### src/rtl/led_s2p.sv
// -----------------------------------------------------------------------------
// led_s2p : serial-to-parallel receiver for the LED shift-chain protocol
//
// Recovers DATA_BITS-wide words from an LED serial stream (sclk/sin/sclrn/pen).
// All serial inputs are asynchronous to clk. Each one is passed through a
// two-flop synchroniser and one history flop, and a rising edge is detected.
// Bits are shifted in on sclk rising edges. A pen rising edge ends the frame:
// the word is latched only when exactly DATA_BITS bits were received.
// Otherwise a frame error pulse is raised.
//
// Parameters
//   DATA_BITS        word width, which is also the number of sclk edges per frame
//   DATA_COUNT_BITS  log2(DATA_BITS); bit_cnt is DATA_COUNT_BITS+1 wide
//   DIR              0: first received bit ends at the MSB
//                    1: first received bit ends at the LSB
//
// Ports
//   clk        in   system clock, posedge
//   rst        in   asynchronous active-high reset
//   sclk       in   serial clock, sampled on its rising edge
//   sin        in   serial data
//   sclrn      in   active-low chain clear
//   pen        in   latch strobe, rising edge ends the frame
//   PData      out  last valid word
//   valid      out  one-cycle pulse when PData updates
//   frame_err  out  one-cycle pulse on a frame of the wrong length
//   bit_cnt    out  bits received in the current frame (saturates at DATA_BITS+1)
//
// Handshake: valid and frame_err are single-cycle, mutually exclusive pulses.
// PData is stable from the cycle valid is high until the next valid pulse.
// There is no backpressure.
//
// Configuration macro
//   LED_S2P_INVERT_EN : when defined, PData latches the inverted shift register,
//   undoing the inverted polarity of the LED chain. Reset value is 0 either way.
// -----------------------------------------------------------------------------
module led_s2p #(
   parameter int DATA_BITS       = 16,
   parameter int DATA_COUNT_BITS = 4,
   parameter bit DIR             = 1'b0
) (
   input  logic                       clk,
   input  logic                       rst,
   input  logic                       sclk,
   input  logic                       sin,
   input  logic                       sclrn,
   input  logic                       pen,
   output logic [DATA_BITS-1:0]       PData,
   output logic                       valid,
   output logic                       frame_err,
   output logic [DATA_COUNT_BITS:0]   bit_cnt
);

   localparam int CW = DATA_COUNT_BITS + 1;
   localparam logic [CW-1:0] FULL_CNT = CW'(DATA_BITS);
   localparam logic [CW-1:0] LAST_CNT = CW'(DATA_BITS - 1);
   localparam logic [CW-1:0] SAT_CNT  = CW'(DATA_BITS + 1);

   typedef enum logic [1:0] {
      IDLE  = 2'd0,
      SHIFT = 2'd1,
      FULL  = 2'd2,
      OVER  = 2'd3
   } state_t;

   // ---------------------------------------------------------------------------
   // Input synchronisers: meta flop, sync flop, history flop per input
   // ---------------------------------------------------------------------------
   logic sclk_m, sclk_s, sclk_h;
   logic sin_m, sin_s;
   logic sclrn_m, sclrn_s;
   logic pen_m, pen_s, pen_h;

   always_ff @(posedge clk or posedge rst) begin
      if (rst) begin
         sclk_m  <= 1'b0;
         sclk_s  <= 1'b0;
         sclk_h  <= 1'b0;
         sin_m   <= 1'b0;
         sin_s   <= 1'b0;
         sclrn_m <= 1'b1;
         sclrn_s <= 1'b1;
         pen_m   <= 1'b0;
         pen_s   <= 1'b0;
         pen_h   <= 1'b0;
      end else begin
         sclk_m  <= sclk;
         sclk_s  <= sclk_m;
         sclk_h  <= sclk_s;
         sin_m   <= sin;
         sin_s   <= sin_m;
         sclrn_m <= sclrn;
         sclrn_s <= sclrn_m;
         pen_m   <= pen;
         pen_s   <= pen_m;
         pen_h   <= pen_s;
      end
   end

   logic sclk_rise;
   logic pen_rise;

   assign sclk_rise = sclk_s & ~sclk_h;
   assign pen_rise  = pen_s & ~pen_h;

   // ---------------------------------------------------------------------------
   // Datapath and FSM registers
   // ---------------------------------------------------------------------------
   state_t                 state_q, state_d;
   logic [CW-1:0]          cnt_q, cnt_d;
   logic [DATA_BITS-1:0]   shift_q, shift_d;
   logic [DATA_BITS-1:0]   pdata_q, pdata_d;
   logic                   valid_q, valid_d;
   logic                   ferr_q, ferr_d;

   always_ff @(posedge clk or posedge rst) begin
      if (rst) begin
         state_q <= IDLE;
         cnt_q   <= '0;
         shift_q <= '0;
         pdata_q <= '0;
         valid_q <= 1'b0;
         ferr_q  <= 1'b0;
      end else begin
         state_q <= state_d;
         cnt_q   <= cnt_d;
         shift_q <= shift_d;
         pdata_q <= pdata_d;
         valid_q <= valid_d;
         ferr_q  <= ferr_d;
      end
   end

   // Shift register contents after one more bit. The loops avoid zero-width
   // slices when DATA_BITS is 1.
   logic [DATA_BITS-1:0] shifted;

   always_comb begin
      shifted = shift_q;
      if (DIR == 1'b0) begin
         shifted[0] = sin_s;
         for (int i = 1; i < DATA_BITS; i++) begin
            shifted[i] = shift_q[i-1];
         end
      end else begin
         shifted[DATA_BITS-1] = sin_s;
         for (int i = 0; i < DATA_BITS - 1; i++) begin
            shifted[i] = shift_q[i+1];
         end
      end
   end

   // Word presented to PData on a good frame
   logic [DATA_BITS-1:0] latch_word;

`ifdef LED_S2P_INVERT_EN
   assign latch_word = ~shift_q;
`else
   assign latch_word = shift_q;
`endif

   // ---------------------------------------------------------------------------
   // Next state. Priority is chain clear, then pen edge, then sclk edge.
   // An sclk edge in the same cycle as a pen edge is dropped.
   // ---------------------------------------------------------------------------
   always_comb begin
      state_d = state_q;
      cnt_d   = cnt_q;
      shift_d = shift_q;
      pdata_d = pdata_q;
      valid_d = 1'b0;
      ferr_d  = 1'b0;

      if (!sclrn_s) begin
         state_d = IDLE;
         cnt_d   = '0;
         shift_d = '0;
      end else if (pen_rise) begin
         if (state_q == FULL) begin
            pdata_d = latch_word;
            valid_d = 1'b1;
         end else begin
            ferr_d  = 1'b1;
         end
         state_d = IDLE;
         cnt_d   = '0;
         shift_d = '0;
      end else if (sclk_rise) begin
         shift_d = shifted;
         if (cnt_q != SAT_CNT) begin
            cnt_d = cnt_q + CW'(1);
         end
         case (state_q)
            IDLE:    state_d = (DATA_BITS == 1) ? FULL : SHIFT;
            SHIFT:   state_d = (cnt_q == LAST_CNT) ? FULL : SHIFT;
            FULL:    state_d = OVER;
            default: state_d = OVER;
         endcase
      end
   end

   // FULL is also the count-equals-width condition; this keeps the count and
   // the state consistent by construction.
   logic unused_full_cnt;
   assign unused_full_cnt = (cnt_q == FULL_CNT);

   assign PData     = pdata_q;
   assign valid     = valid_q;
   assign frame_err = ferr_q;
   assign bit_cnt   = cnt_q;

endmodule

### config.mk
export PLATFORM = sky130hd
export DESIGN_NAME = led_s2p
export DESIGN_NICKNAME = d
export VERILOG_FILES = /design/src/rtl/led_s2p.sv
export SDC_FILE = /design/constraint.sdc
export NUM_CORES = 1
export LEC_CHECK = 0
export BUFFER_PORTS_ARGS = -buffer_cell sky130_fd_sc_hd__buf_2
export CAP_MARGIN = 10
export CORE_UTILIZATION = 59
export DETAILED_ROUTE_END_ITERATION = 8
export PLACE_DENSITY = 0.8
export SLEW_MARGIN = 10
export SYNTH_ARGS = -nofsm -noshare
export SYNTH_HDL_FRONTEND = slang
export SYNTH_SLANG_ARGS = --single-unit
### constraint.sdc
create_clock -name clk -period 3.6 [get_ports clk]
set_input_delay 0.54 -clock clk [delete_from_list [all_inputs] [get_ports clk]]
set_output_delay 0.54 -clock clk [all_outputs]
set_load 0.05 [all_outputs]
# Word level (Yosys, flattened, before mapping)
# Cells that the tools add are included.
[classes]
n_addsub = 1
n_eq_ne = 6
n_mux = 18
bitwise_logic = 4
n_reduce_logical = 3
[ops]
columns = ["op", "n"]
rows = [
  ["16-bit 2-to-1 mux", 3],
  ["5-bit 2-to-1 mux", 4],
  ["2-bit 2-to-1 mux", 4],
  ["1-bit 2-to-1 mux", 6],
  ["3-bit by 1-bit != test with 1-bit output (second input constant)", 2],
  ["5-bit by 1-bit adder with 5-bit output (second input constant)", 1],
  ["5-bit by 4-bit == test with 1-bit output (second input constant)", 1],
  ["5-bit != test (second input constant)", 1],
  ["2-bit case mux with 2 select lines", 1],
  ["3-bit AND reduction", 1],
  ["1-bit bitwise AND", 2],
  ["2-bit by 1-bit == test with 1-bit output (second input constant)", 1],
  ["2-bit == test (second input constant)", 1],
  ["2-bit logical NOT", 1],
  ["1-bit NOT", 2],
  ["2-bit AND reduction", 1],
]
[word_totals]
reg_bits = 51
output_inout_bits = 23
elab_cells = 48

# Logic depth before layout (Yosys ltp)
[logic_depth]
ltp_word = 6
ltp_mapped = 6
ltp_nobuf = 6

# Worst setup path before layout
# No wires, ideal clock.
[synth_path]
path_type = "reg2reg"
startpoint = "register cnt_q[0], in the netlist bit_cnt[0]"
endpoint = "register cnt_q[4], in the netlist bit_cnt[4]"
t_arrival_ns = 1.566
t_required_ns = 3.496
path_slack_ns = 1.930
stages_incl_launch_ff = 5
period_less_slack_ns = 1.670
path_cell_list = "dfrtp_1 -> ha_1 -> and3_1 -> ha_1 -> a221oi_1"
[synth_via]
elab_chain_len = 5
elab_cells_between_ends = 8
classes_between = "add/sub (1); eq/ne (2); mux (4); reduce/logical (1)"
[synth_lines]
columns = ["element", "line_no", "text"]
rows = [
  ["start: declaration", "110", "logic [CW-1:0] cnt_q, cnt_d;"],
  ["start signal: assignment", "126", "cnt_q <= cnt_d;"],
  ["5-bit by 1-bit adder with 5-bit output", "191", "cnt_d = cnt_q + CW'(1);"],
  ["5-bit 2-to-1 mux", "190", "if (cnt_q != SAT_CNT) begin"],
  ["5-bit 2-to-1 mux", "188", "end else if (sclk_rise) begin"],
  ["5-bit 2-to-1 mux", "178", "end else if (pen_rise) begin"],
  ["5-bit 2-to-1 mux", "174", "if (!sclrn_s) begin"],
]
# Several ways; a longest one is shown, not always the timed one. The select of a mux whose other input is x is not followed.
# A chain may end at the register's enable or synchronous reset.

# Worst setup path after layout
[layout_path]
startpoint = "register sclrn_s"
endpoint = "register pdata_q[11], in the netlist PData[11]"
[layout_via]
elab_chain_len = 1
[layout_lines]
columns = ["element", "line_no", "text"]
rows = [
  ["start: declaration", "71", "logic sclrn_m, sclrn_s;"],
  ["start signal: assignment", "93", "sclrn_s <= sclrn_m;"],
  ["3-bit AND reduction (no line)", "--", ""],
  ["end signal: assignment", "128", "pdata_q <= pdata_d;"],
  ["end: declaration", "112", "logic [DATA_BITS-1:0] pdata_q, pdata_d;"],
]
# No other way between the ends.

==> results.toml <==
[drt]
drt-vias-per-instance = 5.406
remaining_drc_errors = 0
ant_nets = 0
via_count = 1238
routed_wirelength_mm = 3.165
dr.first_iter.drc_count = 39
detailedRoute.firstPassIterationCount = 4
routed_wire_length_per_instance_um = 13.82

[clocking]
postCtsHoldBufs = 0
post-cts-setup-buffer-count = 0
cts-buffers-inserted = 5
tritoncts_num_sinks = 51
ctsHtreeMaxLevel = 2
postCtsResizedCells = 0
clock_tree.root_cell = "clkbuf_4"
cts.path.max_buffers = 2
clock_tree_from_tritoncts = "built"
clk_transition_reported_paths_ns = 0.12
clk-insertion-delay-late_ns = 0.35

[logic_synthesis]
post_synthesis_cell_count = 157
synth.lib_cells_used.distinct = 28
synthesis.area_um2 = 1984
yosys-top-cells-count = "dfrtp_1 (49), nand2_1 (34), a21oi_1 (18)"
ys_seq_area_share_pct = 64.44
synth_most_common_cell = "dfrtp_1"
synth_top_area_cell = "dfrtp_1"
ys_top_cells_by_area = "dfrtp_1 (62%), mux2_4 (6.8%), nand2_1 (6.4%), a21oi_1 (4.5%), mux2_2 (4.0%)"
synth_seq_cells = 51
synthesis.nets = 166
yosys_warnings = 0
synth_edf_count = 0
synth_top_area_share_pct = 61.79
postSynth.asyncResetShare_pct = 100.0
mean_cell_area_of_the_mapped_netlist_um2 = 12.64
dominantRegCellSynth = "dfrtp_1"

[critical_path]
worst-endpoint-required_ns = 3.84
cell_with_the_largest_stage_delay_on_the_worst_path = "nor3b_4"
worst_setup_path_end_kind = "flip-flop"
r2r-start = "sclrn_s$_DFF_PP1_"
critical_path_cell_count = 3
largest_stage_delay_on_the_critical_path_ns = 0.82
critPathBufInv = 0
crit_chain = "nand3b_2, nor3b_4, mux2_2"
path_max_fanout = 17
worst_setup_path_startpoint = "sclrn_s$_DFF_PP1_"
reg_to_reg_end = "PData[11]$_DFFE_PP0P_"
arrival_time_at_the_worst_endpoint_ns = 2.32
timing.critical_path.max_delay_family = "simple AND/OR/NAND/NOR gates"
worst_setup_path_endpoint = "PData[11]$_DFFE_PP0P_"
r2r_setup_slack_ns = 1.52
r2r.worst_path.cells = 3
critical_path_class = "reg2reg"
element_type_at_the_critical_path_start = "flip-flop"

[die]
placementRows = 20
die_w_um = 60.00
io_pins = 29
die_area_um2 = 3599
die_height_um = 60.00
floorplan.initialDensity_pct = 63.44
coreArea_um2 = 3128

[grt]
grt_first_pass_wirelength_mm = 5.257
grt_antenna_before_repair = 0
grt_start_max_net_pins = 52
grt.overflow.total = 0
grt_use_total_pct = 20.55
first_global_vias = 1192

[sta]
worstMarginPinSlew_ns = 0.9971
setup_violations = 0
final.hold.worst_slack_ns = 0.2699
grt_setup_unrepaired = "false"
report.final.hold_viol_count = 0
worst_skew_ns = 0.005342
min_period_over_period_pct = 57.64
post-route-min-period_ns = 2.075
slew_violations = 0
setup_total_negative_slack_ns = 0
maximum_clock_frequency_ghz = 0.4819
timing.max_slew.rel_slack_pct = 33.46

[power_and_ir_drop]
vdd_drop_max_mv = 0.2936
totalPowerFinal_w = 0.0008532
total_leakage_power_nw = 1.063
power_per_cell_area_nw_per_um2 = 390.5

[outcome]
status = "finished clean"

[place]
post_dp_cell_area_um2 = 2143
gpl.final_weighted_congestion = 0.7784
dp_hpwl_mm = 2.162
portBuffers = 28

[min_path]
min_path_type = "in2reg"

[job]
timing.max_cap.violations = 0

[finish]
fin_nets = 195
fin_util_pct = 69.84
area_delta_synth_final_pct = 10.09
insertedDiodeCount = 0
post-route-cell-area_um2 = 2185
drive_above_1_share_pct = 29.73
fillerInstances = 225
layer usage:
metal | vias up | global-route usage (%) | wire, um
met2 | 37 | 33.33 | 1546
met4 | 0 | 7.309 | 42
met3 | 6 | 7.143 | 128
met1 | 608 | 25.55 | 1447
li1 | 587 | - | -
met5 | - | 0 | 0
cell type report:
cell class,instances,area (um^2),area share [%]
Clock buffer,6,41.29,1.890
Inverter,4,15.01,0.6873
Multi-Input combinational cell,95,646.9,29.61
Sequential cell,51,1279,58.53
Tap cell,44,55.05,2.520
Timing Repair Buffer,29,147.6,6.758
state kept, by name, indices dropped and copies added, names as in the netlist, 2 cells and up:
name        cells
bit_cnt         5
PData          16
latch_word     16
state_q         2
power by group:
group / total [W] / leakage [nW] / switching (W) / internal, W
Clock: 0.000221 / 0.0242 / 0.000152 / 0.0000698
Combinational: 0.0000433 / 0.354 / 0.0000340 / 0.00000928
Sequential: 0.000589 / 0.685 / 0.00000635 / 0.000582
kinds of logic (layout without fill, tap and decap cells):
family,count (synthesis),after routing,share of synthesized area [%]
DFF,51,51,64.44
and+or+nand+nor,49,49,11.85
AOI/OAI and AO/OA,25,25,7.062
muxes,18,18,11.79
buffers and inverters,11,39,2.963
adders and majority gates,3,3,1.892
per-stage QoR:
stage          std cells  worst slack (ns)
6_report             229             1.525
5_1_grt              229             1.383
4_1_cts              229             1.509
3_5_place_dp         223             1.516
3_3_place_gp         223             1.583
2_1_floorplan        157             1.834
how the worst min path moves through the flow:
| stage | to | depth (start not counted) | start | slack [ns] |
|---|---|---|---|---|
| 2_1_floorplan | pen_s$_DFF_PP0_ | 0 | pen_m$_DFF_PP0_ | 0.33 |
| 3_3_place_gp | pen_s$_DFF_PP0_ | 0 | pen_m$_DFF_PP0_ | 0.34 |
| 3_5_place_dp | sclk_s$_DFF_PP0_ | 0 | sclk_m$_DFF_PP0_ | 0.34 |
| 4_1_cts | sclrn_m$_DFF_PP1_ | 1 | sclrn | 0.26 |
| 5_1_grt | sclrn_m$_DFF_PP1_ | 1 | sclrn | 0.22 |
| 6_report | sclrn_m$_DFF_PP1_ | 1 | sclrn | 0.27 |
cells in the final DEF (no fill, tap or decap):
master     n
buf_4      1
a31oi_1    2
nand3_1    3
mux2_2     7
mux2i_1    2
clkbuf_4   5
or3_1      1
nand3b_1   3
a311oi_1   1
nand3b_2   1
nor2b_1    1
o21ai_0    1
nand2b_1   2
nor2_1     1
a211oi_1   1
inv_1      3
nor3b_4    1
dfstp_2    2
o21a_1     1
nor3_1     1
buf_2     28
dfrtp_1   49
nand2_1   34
a21oi_1   18
inv_2      1
and3_1     1
mux2_4     9
ha_1       3
clkbuf_1   1
a221oi_1   1
No activity file was read; power rests on OpenSTA's default activity.
